<file path="config.mk">
export PLATFORM = sky130hd
export DESIGN_NAME = namuru_dump_buffer_flat
export DESIGN_NICKNAME = d
export VERILOG_FILES = /design/src/rtl/namuru_dump_buffer_pkg.sv /design/src/rtl/namuru_dump_buffer_if.sv /design/src/rtl/namuru_sync_fifo.sv /design/src/rtl/namuru_dump_buffer.sv /design/src/flat_wrapper.sv
export SDC_FILE = /design/constraint.sdc
export NUM_CORES = 1
export LEC_CHECK = 0
export CORE_MARGIN = 2
export CORE_UTILIZATION = 30
export CTS_CLUSTER_SIZE = 30
export DETAILED_ROUTE_END_ITERATION = 8
export PLACE_DENSITY = 0.56
export SYNTH_ARGS = -nofsm -noshare
export SYNTH_HDL_FRONTEND = slang
export SYNTH_SLANG_ARGS = --single-unit
</file>
<file path="constraint.sdc">
create_clock -name clk -period 7.25 [get_ports clk]
set_clock_uncertainty 0.15 [all_clocks]
set_input_delay 0.725 -clock clk [delete_from_list [all_inputs] [get_ports clk]]
set_output_delay 0.725 -clock clk [all_outputs]
set_load 0.02 [all_outputs]
</file>
<file path="src/rtl/namuru_dump_buffer_pkg.sv">
// Shared definitions for the per-channel dump buffer: entry layout, field offsets and defaults.
// The ctlif read-out mux reuses these offsets to slice rd_data.
package namuru_dump_buffer_pkg;

  localparam int ACC_W   = 16;
  localparam int EPOCH_W = 11;
  localparam int ENTRY_W = EPOCH_W + 6 * ACC_W;

  localparam int EPOCH_MSB    = 106;
  localparam int EPOCH_LSB    = 96;
  localparam int I_EARLY_MSB  = 95;
  localparam int I_EARLY_LSB  = 80;
  localparam int Q_EARLY_MSB  = 79;
  localparam int Q_EARLY_LSB  = 64;
  localparam int I_PROMPT_MSB = 63;
  localparam int I_PROMPT_LSB = 48;
  localparam int Q_PROMPT_MSB = 47;
  localparam int Q_PROMPT_LSB = 32;
  localparam int I_LATE_MSB   = 31;
  localparam int I_LATE_LSB   = 16;
  localparam int Q_LATE_MSB   = 15;
  localparam int Q_LATE_LSB   = 0;

  localparam int DEFAULT_DEPTH = 4;
  localparam int DEFAULT_OVF_W = 8;

  // Field order matches the offsets above: epoch lands in the top bits.
  typedef struct packed {
    logic [EPOCH_W-1:0] epoch;
    logic [ACC_W-1:0]   i_early;
    logic [ACC_W-1:0]   q_early;
    logic [ACC_W-1:0]   i_prompt;
    logic [ACC_W-1:0]   q_prompt;
    logic [ACC_W-1:0]   i_late;
    logic [ACC_W-1:0]   q_late;
  } entry_t;

  function automatic int level_width(input int depth);
    return $clog2(depth) + 1;
  endfunction

endpackage

</file>
<file path="src/rtl/namuru_dump_buffer_if.sv">
// Bundle between tracking channel/software (master) and the dump buffer (slave).
interface namuru_dump_buffer_if
  import namuru_dump_buffer_pkg::*;
#(
  parameter int DEPTH = DEFAULT_DEPTH,
  parameter int OVF_W = DEFAULT_OVF_W
);
  localparam int LVL_W = level_width(DEPTH);

  logic               dump;
  logic [ACC_W-1:0]   i_early;
  logic [ACC_W-1:0]   q_early;
  logic [ACC_W-1:0]   i_prompt;
  logic [ACC_W-1:0]   q_prompt;
  logic [ACC_W-1:0]   i_late;
  logic [ACC_W-1:0]   q_late;
  logic [EPOCH_W-1:0] epoch;
  logic               accum_enable;
  logic               clear;
  logic               rd_ready;
  logic               irq_ack;
  logic               rd_valid;
  logic [ENTRY_W-1:0] rd_data;
  logic [LVL_W-1:0]   level;
  logic [OVF_W-1:0]   overflow_cnt;
  logic               accum_irq;

  modport master (
    output dump, i_early, q_early, i_prompt, q_prompt, i_late, q_late, epoch,
    output accum_enable, clear, rd_ready, irq_ack,
    input  rd_valid, rd_data, level, overflow_cnt, accum_irq
  );

  modport slave (
    input  dump, i_early, q_early, i_prompt, q_prompt, i_late, q_late, epoch,
    input  accum_enable, clear, rd_ready, irq_ack,
    output rd_valid, rd_data, level, overflow_cnt, accum_irq
  );

endinterface

</file>
<file path="src/rtl/namuru_sync_fifo.sv">
// Show-ahead synchronous FIFO with level output; pushes into a full FIFO are dropped
// unless a pop happens in the same cycle. Full/empty come from the level count.
module namuru_sync_fifo #(
  parameter int WIDTH = 8,
  parameter int DEPTH = 4,
  localparam int PTR_W = (DEPTH > 1) ? $clog2(DEPTH) : 1,
  localparam int LVL_W = $clog2(DEPTH) + 1
) (
  input  logic             clk,
  input  logic             rstn,
  input  logic             clear,
  input  logic             push,
  input  logic [WIDTH-1:0] push_data,
  input  logic             pop,
  output logic             rd_valid,
  output logic [WIDTH-1:0] rd_data,
  output logic [LVL_W-1:0] level,
  output logic [LVL_W-1:0] level_next,
  output logic             dropped
);

  logic [WIDTH-1:0] mem [DEPTH];
  logic [PTR_W-1:0] wr_ptr_reg, wr_ptr_next;
  logic [PTR_W-1:0] rd_ptr_reg, rd_ptr_next;
  logic [LVL_W-1:0] level_reg;
  logic             empty, full, pop_ok, push_ok;

  always_comb begin
    empty   = (level_reg == '0);
    full    = (level_reg == LVL_W'(DEPTH));
    pop_ok  = pop && !empty;
    push_ok = push && (!full || pop_ok);
    dropped = push && !push_ok;
    wr_ptr_next = wr_ptr_reg;
    rd_ptr_next = rd_ptr_reg;
    level_next  = level_reg;
    if (clear) begin
      wr_ptr_next = '0;
      rd_ptr_next = '0;
      level_next  = '0;
    end else begin
      // Power-of-two depth lets the pointers wrap by natural overflow.
      if (push_ok) wr_ptr_next = wr_ptr_reg + PTR_W'(1);
      if (pop_ok)  rd_ptr_next = rd_ptr_reg + PTR_W'(1);
      level_next = level_reg + LVL_W'(push_ok) - LVL_W'(pop_ok);
    end
  end

  always_ff @(posedge clk or negedge rstn) begin
    if (!rstn) begin
      wr_ptr_reg <= '0;
      rd_ptr_reg <= '0;
      level_reg  <= '0;
    end else begin
      wr_ptr_reg <= wr_ptr_next;
      rd_ptr_reg <= rd_ptr_next;
      level_reg  <= level_next;
    end
  end

  always_ff @(posedge clk) begin
    if (push_ok && !clear) mem[wr_ptr_reg] <= push_data;
  end

  assign rd_valid = !empty;
  assign rd_data  = empty ? '0 : mem[rd_ptr_reg];
  assign level    = level_reg;

endmodule

</file>
<file path="src/rtl/namuru_dump_buffer.sv">
// Per-channel dump capture: packs accumulators + epoch into the FIFO, counts dropped
// dumps (saturating) and raises a sticky accumulation interrupt.
module namuru_dump_buffer
  import namuru_dump_buffer_pkg::*;
#(
  parameter int DEPTH = DEFAULT_DEPTH,
  parameter int OVF_W = DEFAULT_OVF_W
) (
  input  logic                 clk,
  input  logic                 rstn,
  namuru_dump_buffer_if.slave  bus
);

  localparam int LVL_W = level_width(DEPTH);

  entry_t           entry;
  logic [LVL_W-1:0] level_next;
  logic             dropped;
  logic [OVF_W-1:0] overflow_reg, overflow_next;
  logic             irq_reg, irq_next;

  always_comb begin
    entry.epoch    = bus.epoch;
    entry.i_early  = bus.i_early;
    entry.q_early  = bus.q_early;
    entry.i_prompt = bus.i_prompt;
    entry.q_prompt = bus.q_prompt;
    entry.i_late   = bus.i_late;
    entry.q_late   = bus.q_late;
  end

  namuru_sync_fifo #(
    .WIDTH (ENTRY_W),
    .DEPTH (DEPTH)
  ) u_fifo (
    .clk        (clk),
    .rstn       (rstn),
    .clear      (bus.clear),
    .push       (bus.dump),
    .push_data  (entry),
    .pop        (bus.rd_ready),
    .rd_valid   (bus.rd_valid),
    .rd_data    (bus.rd_data),
    .level      (bus.level),
    .level_next (level_next),
    .dropped    (dropped)
  );

  always_comb begin
    overflow_next = overflow_reg;
    irq_next      = irq_reg;
    if (bus.clear) begin
      overflow_next = '0;
      irq_next      = 1'b0;
    end else begin
      if (dropped && (overflow_reg != '1)) overflow_next = overflow_reg + OVF_W'(1);
      // A new strobe outranks a simultaneous acknowledge so no dump goes unannounced.
      if (bus.accum_enable && (level_next != '0)) irq_next = 1'b1;
      else if (bus.irq_ack)                       irq_next = 1'b0;
    end
  end

  always_ff @(posedge clk or negedge rstn) begin
    if (!rstn) begin
      overflow_reg <= '0;
      irq_reg      <= 1'b0;
    end else begin
      overflow_reg <= overflow_next;
      irq_reg      <= irq_next;
    end
  end

  assign bus.overflow_cnt = overflow_reg;
  assign bus.accum_irq    = irq_reg;

endmodule

</file>
<file path="src/flat_wrapper.sv">
// flat-port wrapper written by rule: the top's interface ports become plain ports
module namuru_dump_buffer_flat import namuru_dump_buffer_pkg::*;
#(
  parameter int DEPTH = DEFAULT_DEPTH,
  parameter int OVF_W = DEFAULT_OVF_W
)
  (clk, rstn, bus_dump, bus_i_early, bus_q_early, bus_i_prompt, bus_q_prompt, bus_i_late, bus_q_late, bus_epoch, bus_accum_enable, bus_clear, bus_rd_ready, bus_irq_ack, bus_rd_valid, bus_rd_data, bus_level, bus_overflow_cnt, bus_accum_irq);
  namuru_dump_buffer_if #(.DEPTH(DEPTH), .OVF_W(OVF_W)) bus_i ();
  input  logic clk;
  input  logic rstn;
  input wire logic [$bits(bus_i.dump)-1:0] bus_dump;
  input wire logic [$bits(bus_i.i_early)-1:0] bus_i_early;
  input wire logic [$bits(bus_i.q_early)-1:0] bus_q_early;
  input wire logic [$bits(bus_i.i_prompt)-1:0] bus_i_prompt;
  input wire logic [$bits(bus_i.q_prompt)-1:0] bus_q_prompt;
  input wire logic [$bits(bus_i.i_late)-1:0] bus_i_late;
  input wire logic [$bits(bus_i.q_late)-1:0] bus_q_late;
  input wire logic [$bits(bus_i.epoch)-1:0] bus_epoch;
  input wire logic [$bits(bus_i.accum_enable)-1:0] bus_accum_enable;
  input wire logic [$bits(bus_i.clear)-1:0] bus_clear;
  input wire logic [$bits(bus_i.rd_ready)-1:0] bus_rd_ready;
  input wire logic [$bits(bus_i.irq_ack)-1:0] bus_irq_ack;
  output wire logic [$bits(bus_i.rd_valid)-1:0] bus_rd_valid;
  output wire logic [$bits(bus_i.rd_data)-1:0] bus_rd_data;
  output wire logic [$bits(bus_i.level)-1:0] bus_level;
  output wire logic [$bits(bus_i.overflow_cnt)-1:0] bus_overflow_cnt;
  output wire logic [$bits(bus_i.accum_irq)-1:0] bus_accum_irq;
  assign bus_i.dump = bus_dump;
  assign bus_i.i_early = bus_i_early;
  assign bus_i.q_early = bus_q_early;
  assign bus_i.i_prompt = bus_i_prompt;
  assign bus_i.q_prompt = bus_q_prompt;
  assign bus_i.i_late = bus_i_late;
  assign bus_i.q_late = bus_q_late;
  assign bus_i.epoch = bus_epoch;
  assign bus_i.accum_enable = bus_accum_enable;
  assign bus_i.clear = bus_clear;
  assign bus_i.rd_ready = bus_rd_ready;
  assign bus_i.irq_ack = bus_irq_ack;
  assign bus_rd_valid = bus_i.rd_valid;
  assign bus_rd_data = bus_i.rd_data;
  assign bus_level = bus_i.level;
  assign bus_overflow_cnt = bus_i.overflow_cnt;
  assign bus_accum_irq = bus_i.accum_irq;
  namuru_dump_buffer #(.DEPTH(DEPTH), .OVF_W(OVF_W)) u_core (.clk(clk), .rstn(rstn), .bus(bus_i));
endmodule
</file>
==> reports/results.ini <==
[clock_network]
hold_buffers=0
cts_tree=yes
clock-root-buffer=clkbuf_16
cts_buffers=47
cts_resized=0
clock_sinks=444
htree_num_levels=2
maximum_root_to_sink_buffer_count=3
clk_transition_reported_paths_ns=0.06
insertion_delay_ns=0.56
postCtsSetupRepairBufs=0

[worst_setup_path]
timing.critical_path.buf_inv=2
biggest_cell_delay_along_the_critical_path_ns=1.09
worstPathMaxFanout=62
slowest_stage_cell_cp=dfrtp_4
crit_family=flip-flops
end_kind=primary output
crit_required_ns=6.38
cp-start-kind=flop
worstSetupPathType=reg -> out
timing.critical_path.cells=buf_12, mux4_2, and2_1, clkdlybuf4s50_1
timing.critical_path.arrival_ns=3.60

[global_routing]
grt_pass1_vias=9192
wire_length_of_the_first_global_routing_pass_mm=55.9
grt_antenna_before_repair=4
track_usage_pct=12.5
globalRouteOverflowTotal=0
grt_max_degree=71

[synthesis]
synth_seq_area_share_pct=77.5
most_area_consuming_cells_after_synthesis=edfxtp_1, mux4_2, and2_1, dfrtp_1, clkbuf_1
yosys.cell_types.count=39
post_synth_inst_count=782
synth_warnings=0
postSynthNetCount=903
netlist.area_leader.share_pct=75.2
postSynthRegisterBits=444
syn_area_per_cell_um2=21.9
syn-cell-area_um2=17100
post-synth-top-area-cell=edfxtp_1

[placement]
place_congestion=0.722
place.detailed.hpwl_mm=21.2
postPlaceCellArea_um2=20300
placement.io_buffers=233

[drt]
dr_total_vias=8379
drc_errors=0
finalWirelength_mm=37.1
post_drt_via_cell_ratio=4.60
drt_pass1_iterations=4
post_drt_wl_per_cell_um=20.4
ant_nets=0
drt_iter0_drc=546

[cells_and_area]
drive_above_1_share_pct=18.3
flip_flop_count_of_the_largest_register_all_copies_and_words_added=428
area_growth_syn_to_layout_pct=27.5
filler_cell_count=5213
multi_input_comb_area_um2=3650
final_area_um2=21800
final-seq-area_um2=13300
finalNetCount=1153

[power_and_ir_drop]
p_total_mw=7.95
clock_power_share_pct=28.9
powerDensity_nw_per_um2=365
power.switching_fraction_pct=29.8
power_switching_mw=2.37
vdd_ir_drop_max_v=0.000178
p_comb_share_pct=32.5
leakagePower_nw=6.84
p_int_mw=5.59
seqPwrFrac_pct=38.6

[timing]
final-hold-violation-count=0
tns_ns=0
fmax_ghz=0.224
rsz_0062_raised_after_global_routing=no
finalHoldWorstSlack_ns=0.448
final-setup-viol-count=0
worst-slew-pin-transition_ns=1.05
worst_slew_margin_rel_pct=29.7
final-max-slew-violation-count=0
final_min_period_over_clock_period_pct=61.7
final_period_minus_worst_setup_slack_ns=4.47

[die]
floorplan.io_pins=234
number_of_rows_in_the_core_area=87
fp.dieArea_um2=58900
chipHeight_um=243
core-area_um2=56400
start_util_pct=30.3
chipWidth_um=243

[status]
outcome=finished clean

[hold_path]
hold_path_class=reg -> reg

[flow_run]
maxCapViolCount=0

==> cells in the final DEF (no fill, tap or decap), types with 3 or more instances in the layout <==
cell type        netlist  routed
nand4_1                3       3
o21ai_0                3       3
clkinv_2               0       4
and2_4                 0       4
nand2_1                6       6
and2_1               112     108
edfxtp_1             428     428
nor2b_1                7       7
a21oi_1                3       3
nand3_1                3       3
mux4_2               107     107
dfrtp_1               16      14
clkinv_1               0       9
buf_4                  1       6
buf_12                 0       3
nor2_1                10      10
mux2_2                 3       3
clkdlybuf4s50_1        0     233
clkbuf_1              25       7
inv_1                  6       6
clkbuf_16              0      49
clkbuf_8               0       6
ha_1                   6       6
==> path summary, 6_finish.rpt <==
check / from / end / slack (ns) / depth (start not counted)
worst max-delay path: u_core.u_fifo.rd_ptr_reg[0] / bus_rd_data[64] / 2.78 / 4
worst min-delay path: u_core.u_fifo.wr_ptr_reg[1] / u_core.u_fifo.wr_ptr_reg[1] / 0.45 / 2
worst max register to register: u_core.u_fifo.level[1] / u_core.u_fifo.mem[3][70] / 4.09 / 4
worst min register to register: u_core.u_fifo.wr_ptr_reg[1] / u_core.u_fifo.wr_ptr_reg[1] / 0.45 / 2
max in group asynchronous: rstn / u_core.u_fifo.rd_ptr_reg[0] / 5.89 / 1
min in group asynchronous: rstn / u_core.bus.overflow_cnt[3] / 0.48 / 1
==> per-layer routing <==
metal / vias up / wire (um) / global-route usage, %
li1: 3668 / - / -
met1: 4419 / 16100 / 16.3
met2: 229 / 17600 / 20.2
met3: 55 / 2730 / 4.18
met4: 8 / 608 / 3.16
met5: - / 59 / 0
==> area by class of cell <==
cell class                 instances  share of cell area [%]
timing repair buffer             242                    11.2
inverter                           6                   0.103
clock inverter                    19                   0.671
sequential                       444                    60.8
tap                              756                    4.34
antenna                            1                  0.0115
multi-input combinational        291                    16.8
clock buffer                      62                    6.12
==> Yosys cell counts <==
library cell / instances
a211oi_1: 2
a211oi_2: 1
a21o_1: 1
a21oi_1: 3
a311oi_1: 1
and2_1: 112
and3_1: 1
and4_1: 2
buf_1: 1
buf_2: 13
buf_4: 1
buf_6: 1
clkbuf_1: 25
dfrtp_1: 16
edfxtp_1: 428
fa_1: 1
ha_1: 6
inv_1: 6
mux2_1: 2
mux2_2: 3
mux2i_1: 2
mux4_2: 107
nand2_1: 6
nand3_1: 3
nand4_1: 3
nor2_1: 10
nor2b_1: 7
nor3_1: 2
nor4_1: 2
nor4b_1: 1
o21ai_0: 3
o221a_2: 1
o311ai_0: 1
o31ai_1: 1
or3_1: 1
or3b_2: 1
or4b_4: 1
xnor2_1: 2
xor2_1: 2
==> power groups by stage <==
| stage | Combinational, mW | Sequential (mW) | Clock (mW) |
|---|---|---|---|
| 2_1_floorplan | 1.53 | 3.03 | 0 |
| 3_3_place_gp | 2.65 | 3.13 | 0 |
| 3_5_place_dp | 2.63 | 3.13 | 0 |
| 4_1_cts | 2.65 | 3.08 | 2.38 |
| 5_1_grt | 2.76 | 3.10 | 2.48 |
| 6_report | 2.59 | 3.07 | 2.30 |
==> worst min-delay path: stages, from the launching register on <==
cell,delay (ns)
dfrtp_1,0.41
o21ai_0,0.09
a21oi_1,0.06
==> through the flow <==
stage / setup slack (ns) / cells / utilization [%]
after floorplan: 2.75 / 782 / -
after global placement: 3.14 / 1739 / 36.0
after detailed placement: 3.04 / 1739 / 36.0
after CTS: 2.62 / 1820 / 38.7
after global routing: 2.49 / 1820 / 38.7
final: 2.78 / 1821 / 38.7
==> cell families (layout without fill, tap and decap cells) <==
kind of cell / after synthesis / count (layout) / share of synthesized area (%)
buffers and inverters: 47 / 329 / 1.19
other: 0 / 1 / 0
and+or+nand+nor: 152 / 152 / 5.39
DFF: 444 / 444 / 77.5
xor gates and xnor gates: 4 / 4 / 0.205
muxes: 114 / 114 / 14.5
adders and majority gates: 7 / 7 / 0.556
AOI/OAI and AO/OA: 14 / 14 / 0.593
Note: power is estimated with default switching activity, not from simulation.
